--- src/rtl/pipe_stage_skid_reg.sv ---
// Elastic pipeline stage register with a two-entry skid buffer.
// Carries a DATA_W payload and a CTRL_W control vector between two pipeline
// stages using a valid/ready handshake, with freeze (stall), synchronous flush
// and a saturating count of cycles where downstream was ready but the stage
// had nothing to offer.
//
// Storage is a main entry, which drives the outputs, and a skid entry. The skid
// entry catches the beat accepted in the same cycle that downstream first
// stalls. This keeps in_ready a function of registered state (plus
// freeze/flush), so the ready path does not ripple combinationally through
// the pipeline.
module pipe_stage_skid_reg #(
  parameter int DATA_W = 32,
  parameter int CTRL_W = 8,
  parameter int CNT_W  = 16
) (
  input  logic              clk,
  input  logic              rst,
  input  logic              freeze,
  input  logic              flush,
  input  logic              in_valid,
  output logic              in_ready,
  input  logic [DATA_W-1:0] in_data,
  input  logic [CTRL_W-1:0] in_ctrl,
  output logic              out_valid,
  input  logic              out_ready,
  output logic [DATA_W-1:0] out_data,
  output logic [CTRL_W-1:0] out_ctrl,
  output logic [CNT_W-1:0]  bubble_cnt
);

  // EMPTY: nothing held. FULL: main entry valid. SKID: main and skid both valid.
  typedef enum logic [1:0] {
    ST_EMPTY = 2'd0,
    ST_FULL  = 2'd1,
    ST_SKID  = 2'd2
  } state_t;

  localparam logic [CNT_W-1:0] CNT_MAX = {CNT_W{1'b1}};
  localparam logic [CNT_W-1:0] CNT_ONE = {{(CNT_W-1){1'b0}}, 1'b1};

  state_t              state_reg, state_next;
  logic [DATA_W-1:0]   main_data_reg, main_data_next;
  logic [CTRL_W-1:0]   main_ctrl_reg, main_ctrl_next;
  logic [DATA_W-1:0]   skid_data_reg, skid_data_next;
  logic [CTRL_W-1:0]   skid_ctrl_reg, skid_ctrl_next;
  logic [CNT_W-1:0]    bubble_cnt_reg, bubble_cnt_next;

  logic accept;
  logic drain;
  logic bubble_hit;

  // Handshake outputs. Freeze and flush both block any upstream transfer;
  // freeze also hides the head entry from downstream.
  assign in_ready  = ~flush & ~freeze & (state_reg != ST_SKID);
  assign out_valid = ~freeze & (state_reg != ST_EMPTY);

  assign accept = in_valid & in_ready;
  assign drain  = out_valid & out_ready;

  // The payload is always visible. The control vector is masked bit by bit
  // so a stage with no valid entry never asserts a write or branch enable
  // downstream.
  assign out_data = main_data_reg;

  genvar gi;
  generate
    for (gi = 0; gi < CTRL_W; gi = gi + 1) begin : g_ctrl_mask
      assign out_ctrl[gi] = out_valid & main_ctrl_reg[gi];
    end
  endgenerate

  // A bubble is a cycle where downstream could take a beat but the stage is
  // empty. Frozen and flushed cycles are not counted.
  assign bubble_hit = out_ready & (state_reg == ST_EMPTY) & ~freeze & ~flush;

  assign bubble_cnt = bubble_cnt_reg;

  // Next-state and entry-update logic. Flush overrides everything else;
  // freeze holds all state.
  always_comb begin
    state_next     = state_reg;
    main_data_next = main_data_reg;
    main_ctrl_next = main_ctrl_reg;
    skid_data_next = skid_data_reg;
    skid_ctrl_next = skid_ctrl_reg;

    if (flush) begin
      // Data registers keep their contents. Only the control vectors are
      // cleared, so killed entries can never re-emerge as live operations.
      state_next     = ST_EMPTY;
      main_ctrl_next = '0;
      skid_ctrl_next = '0;
    end else if (!freeze) begin
      unique case (state_reg)
        ST_EMPTY: begin
          if (accept) begin
            state_next     = ST_FULL;
            main_data_next = in_data;
            main_ctrl_next = in_ctrl;
          end
        end
        ST_FULL: begin
          if (accept && !drain) begin
            // Downstream stalled while a new beat arrived: park it in skid.
            state_next     = ST_SKID;
            skid_data_next = in_data;
            skid_ctrl_next = in_ctrl;
          end else if (accept && drain) begin
            // Pass-through at full rate: the head leaves as the new beat lands.
            state_next     = ST_FULL;
            main_data_next = in_data;
            main_ctrl_next = in_ctrl;
          end else if (drain) begin
            state_next     = ST_EMPTY;
          end
        end
        ST_SKID: begin
          // in_ready is low here, so the only possible event is a drain,
          // which promotes the skid entry to the head.
          if (drain) begin
            state_next     = ST_FULL;
            main_data_next = skid_data_reg;
            main_ctrl_next = skid_ctrl_reg;
          end
        end
        default: begin
          state_next = ST_EMPTY;
        end
      endcase
    end
  end

  // Saturating bubble counter; it only returns to zero on reset.
  always_comb begin
    bubble_cnt_next = bubble_cnt_reg;
    if (bubble_hit && (bubble_cnt_reg != CNT_MAX)) begin
      bubble_cnt_next = bubble_cnt_reg + CNT_ONE;
    end
  end

  // State and entry registers. Reset discards both entries.
  always_ff @(posedge clk or posedge rst) begin
    if (rst) begin
      state_reg     <= ST_EMPTY;
      main_data_reg <= '0;
      main_ctrl_reg <= '0;
      skid_data_reg <= '0;
      skid_ctrl_reg <= '0;
    end else begin
      state_reg     <= state_next;
      main_data_reg <= main_data_next;
      main_ctrl_reg <= main_ctrl_next;
      skid_data_reg <= skid_data_next;
      skid_ctrl_reg <= skid_ctrl_next;
    end
  end

  // Bubble counter register.
  always_ff @(posedge clk or posedge rst) begin
    if (rst) begin
      bubble_cnt_reg <= '0;
    end else begin
      bubble_cnt_reg <= bubble_cnt_next;
    end
  end

endmodule

--- config.mk ---
export PLATFORM = sky130hd
export DESIGN_NAME = pipe_stage_skid_reg
export DESIGN_NICKNAME = d
export VERILOG_FILES = /design/src/rtl/pipe_stage_skid_reg.sv
export SDC_FILE = /design/constraint.sdc
export NUM_CORES = 1
export LEC_CHECK = 0
export ABC_CLOCK_PERIOD_IN_PS = 4050
export CORE_MARGIN = 1.5
export CORE_UTILIZATION = 51
export CTS_CLUSTER_DIAMETER = 100
export DETAILED_ROUTE_END_ITERATION = 8
export GPL_ROUTABILITY_DRIVEN = 0
export PLACE_DENSITY = 0.92
export SLEW_MARGIN = 20
export SYNTH_ARGS = -nofsm -noshare
export SYNTH_HDL_FRONTEND = slang
export SYNTH_SLANG_ARGS = --single-unit
export TNS_END_PERCENT = 50
--- constraint.sdc ---
create_clock -name clk -period 4.05 [get_ports clk]
set_clock_uncertainty 0.15 [all_clocks]
set_input_delay 0.81 -clock clk [delete_from_list [all_inputs] [get_ports clk]]
set_output_delay 0.81 -clock clk [all_outputs]
set_load 0.01 [all_outputs]
==> results.sh <==
export IMPL_status="finished clean"
export IMPL_vdd_ir_drop_max_v=0.000309
export IMPL_ant_nets=0
export IMPL_cts_hold_fix_buffers=0
export IMPL_vias=3542
export IMPL_drive_gt1_share_pct=18.6
export IMPL_drtPass1Iterations=5
export IMPL_worstMarginPinSlew_ns=0.626
export IMPL_dieArea_um2=9910
export IMPL_power_frac_comb_pct=30.7
export IMPL_seqPwrFrac_pct=49.6
export IMPL_routedWlPerCell_um=16.4
export IMPL_synth_top_area_share_pct=51.6
export IMPL_synth_cell_types=43
export IMPL_p_int_mw=2.02
export IMPL_insertion_delay_ns=0.34
export IMPL_finalPower_mw=2.90
export IMPL_maxCapViolCount=0
export IMPL_placementRows=35
export IMPL_nets=579
export IMPL_grt_pass1_wl_um=17800
export IMPL_seqCellArea_um2=2450
export IMPL_post_cts_buffers=0
export IMPL_fmax_mhz=292
export IMPL_path_class="input port to output pin"
export IMPL_relSlewSlack_pct=58.2
export IMPL_dp_hpwl_um=7350
export IMPL_drt_iter0_markers=133
export IMPL_r2r_end="bubble_cnt[15]"
export IMPL_cts_made_buffers=9
export IMPL_startpoint_type="input port"
export IMPL_grt_pass1_vias=3726
export IMPL_cts_resized=0
export IMPL_die_y_um=99.6
export IMPL_clockPowerShare_pct=19.7
export IMPL_yosysWarnings=0
export IMPL_clock_sinks=98
export IMPL_path_clk_slew_ns=0.10
export IMPL_clockBufferDepth=2
export IMPL_multi_input_area_um2=2160
export IMPL_regToRegStartpoint="state_reg[1]"
export IMPL_fin_crit_sh_pct=84.6
export IMPL_cts_root_buf="clkbuf_8"
export IMPL_grt_max_degree=52
export IMPL_async_flop_share_pct=100
export IMPL_slew_violations=0
export IMPL_report_final_setup_viol=0
export IMPL_critPathArrivalTime_ns=2.47
export IMPL_powerDensity_nw_per_um2=480
export IMPL_synth_cells=429
export IMPL_syn_nets=480
export IMPL_cts_max_level=3
export IMPL_min_to="skid_data_reg[1]"
export IMPL_ys_flop_type="dfrtp_1"
export IMPL_drc=0
export IMPL_synth_edf_count=0
export IMPL_rsz0062_at_grt="no"
export IMPL_num_io_pins=104
export IMPL_grt_usage_pct=22.4
export IMPL_synth_area_leader_cell="dfrtp_1"
export IMPL_initial_core_util_pct=52.0
export IMPL_wirelength_um=10500
export IMPL_grt_antenna_before_repair=0
export IMPL_die_w_um=99.6
export IMPL_hold_viol=0
export IMPL_hp_class="register to register"
export IMPL_coreArea_um2=9150
export IMPL_cellLeakagePower_nw=2.79
export IMPL_yosysSeqAreaShare_pct=51.6
export IMPL_avgViaCountPerCell=5.51
export IMPL_areaGrowthSynthToFinish_pct=27.2
export IMPL_port_buffers=103
export IMPL_whs_ns=0.335
export IMPL_min_path_cells=2
export IMPL_avgSynthCellArea_um2=11.1
export IMPL_globalRouteOverflowTotal=0
export IMPL_fin_crit_ns=3.43
export IMPL_synthTopCellsByArea="dfrtp_1 (52%), mux2_4 (9.5%), nand2_1 (9.5%)"
export IMPL_cp_max_fo=12
export IMPL_setup_tns_ns=0
export IMPL_netlist_area_um2=4760
export IMPL_min_from="skid_data_reg[1]"
export IMPL_p_sw_share_pct=30.3
export IMPL_reg2reg_slack_ns=1.26
export IMPL_power_switching_mw=0.881
export IMPL_cts_tree="built"
export IMPL_ys_ff_latch=98
export IMPL_nFillCells=691
export IMPL_cp_end_kind="output pin"
export IMPL_rr_worst_depth=6
export IMPL_antenna_cells=0
export IMPL_cp_data_required_time_ns=3.09
through the flow:
stage / cell area [µm²] / setup WS (ns) / util [%] / std cells
finish: 6050 / 0.623 / 66.1 / 643
global route: 6050 / 0.497 / 66.1 / 643
CTS: 6050 / 0.614 / 66.1 / 643
detailed placement: 5880 / 0.624 / 64.2 / 628
global placement: 5880 / 0.668 / 64.2 / 628
floorplan: 4760 / 0.528 / - / 429
cell families after synthesis:
family / count (synthesis) / synth area share (%)
AOI/OAI and AO/OA: 22 / 3.26
DFF: 98 / 51.6
adders and majority gates: 5 / 1.32
buffers and inverters: 31 / 3.05
muxes: 76 / 20.2
and+or+nand+nor: 186 / 18.6
xor gates and xnor gates: 11 / 2.03
worst max-delay path, stage by stage:
cell,delay (ns)
clkdlybuf4s50_1,0.62
nor2_1,0.34
and2_1,0.17
clkdlybuf4s50_1,0.53
synthesized netlist by cell type (2+ instances only):
cell	count
buf_2	5
nor4b_1	3
nand3b_1	8
xnor2_1	3
nor4_1	4
mux2i_1	8
mux2_2	38
nand2b_1	2
and3_1	2
buf_1	4
a31oi_1	6
a211oi_1	4
nand2_1	120
dfrtp_1	98
mux2_4	30
xor2_1	8
and2_1	5
or2_2	2
nand3_1	9
nand4_1	6
buf_6	3
a21oi_1	2
o32ai_1	5
clkbuf_1	11
inv_1	8
ha_1	5
nor3_1	7
nor2_1	7
or3b_1	2
metal layers:
metal	vias up	share of wire (%)	track usage, %
li1	1661	-	-
met1	1752	42	28.7
met2	117	52	39.3
met3	12	3.9	3.23
met4	0	1.5	6.93
met5	-	0	0
layout by cell type (no fill, tap or decap), types with 6 or more instances in the layout:
master             n
a31oi_1            6
buf_4              8
clkbuf_8           9
clkdlybuf4s50_1  103
dfrtp_1           98
inv_1              7
mux2_2            38
mux2_4            30
mux2i_1            8
nand2_1          120
nand3_1            9
nand3b_1           8
nand4_1            6
nor2_1             7
nor3_1             7
xor2_1             8
power by group through the flow:
stage	clock network [mW]	logic, mW	registers, mW
final	0.571	0.892	1.44
after global routing	0.630	0.970	1.47
after CTS	0.585	0.901	1.44
after detailed placement	0	0.897	1.45
after global placement	0	0.861	1.43
after floorplan	0	0.423	1.47
how the worst max path moves through the flow:
stage,start,to
3_3_place_gp,freeze,out_ctrl[0]
6_report,freeze,out_ctrl[2]
3_5_place_dp,freeze,out_ctrl[2]
4_1_cts,freeze,out_ctrl[2]
5_1_grt,freeze,out_ctrl[2]
2_1_floorplan,rst,bubble_cnt[0]
layout make-up:
type	count	area share, %
clock buffers	9	2.05
inverters	8	0.538
clock inverters	6	0.848
repair buffers	111	18.0
flip-flops and latches	98	40.5
multi-input cells	300	35.7
well taps	111	2.30
Note: power is estimated with default switching activity, not from simulation.
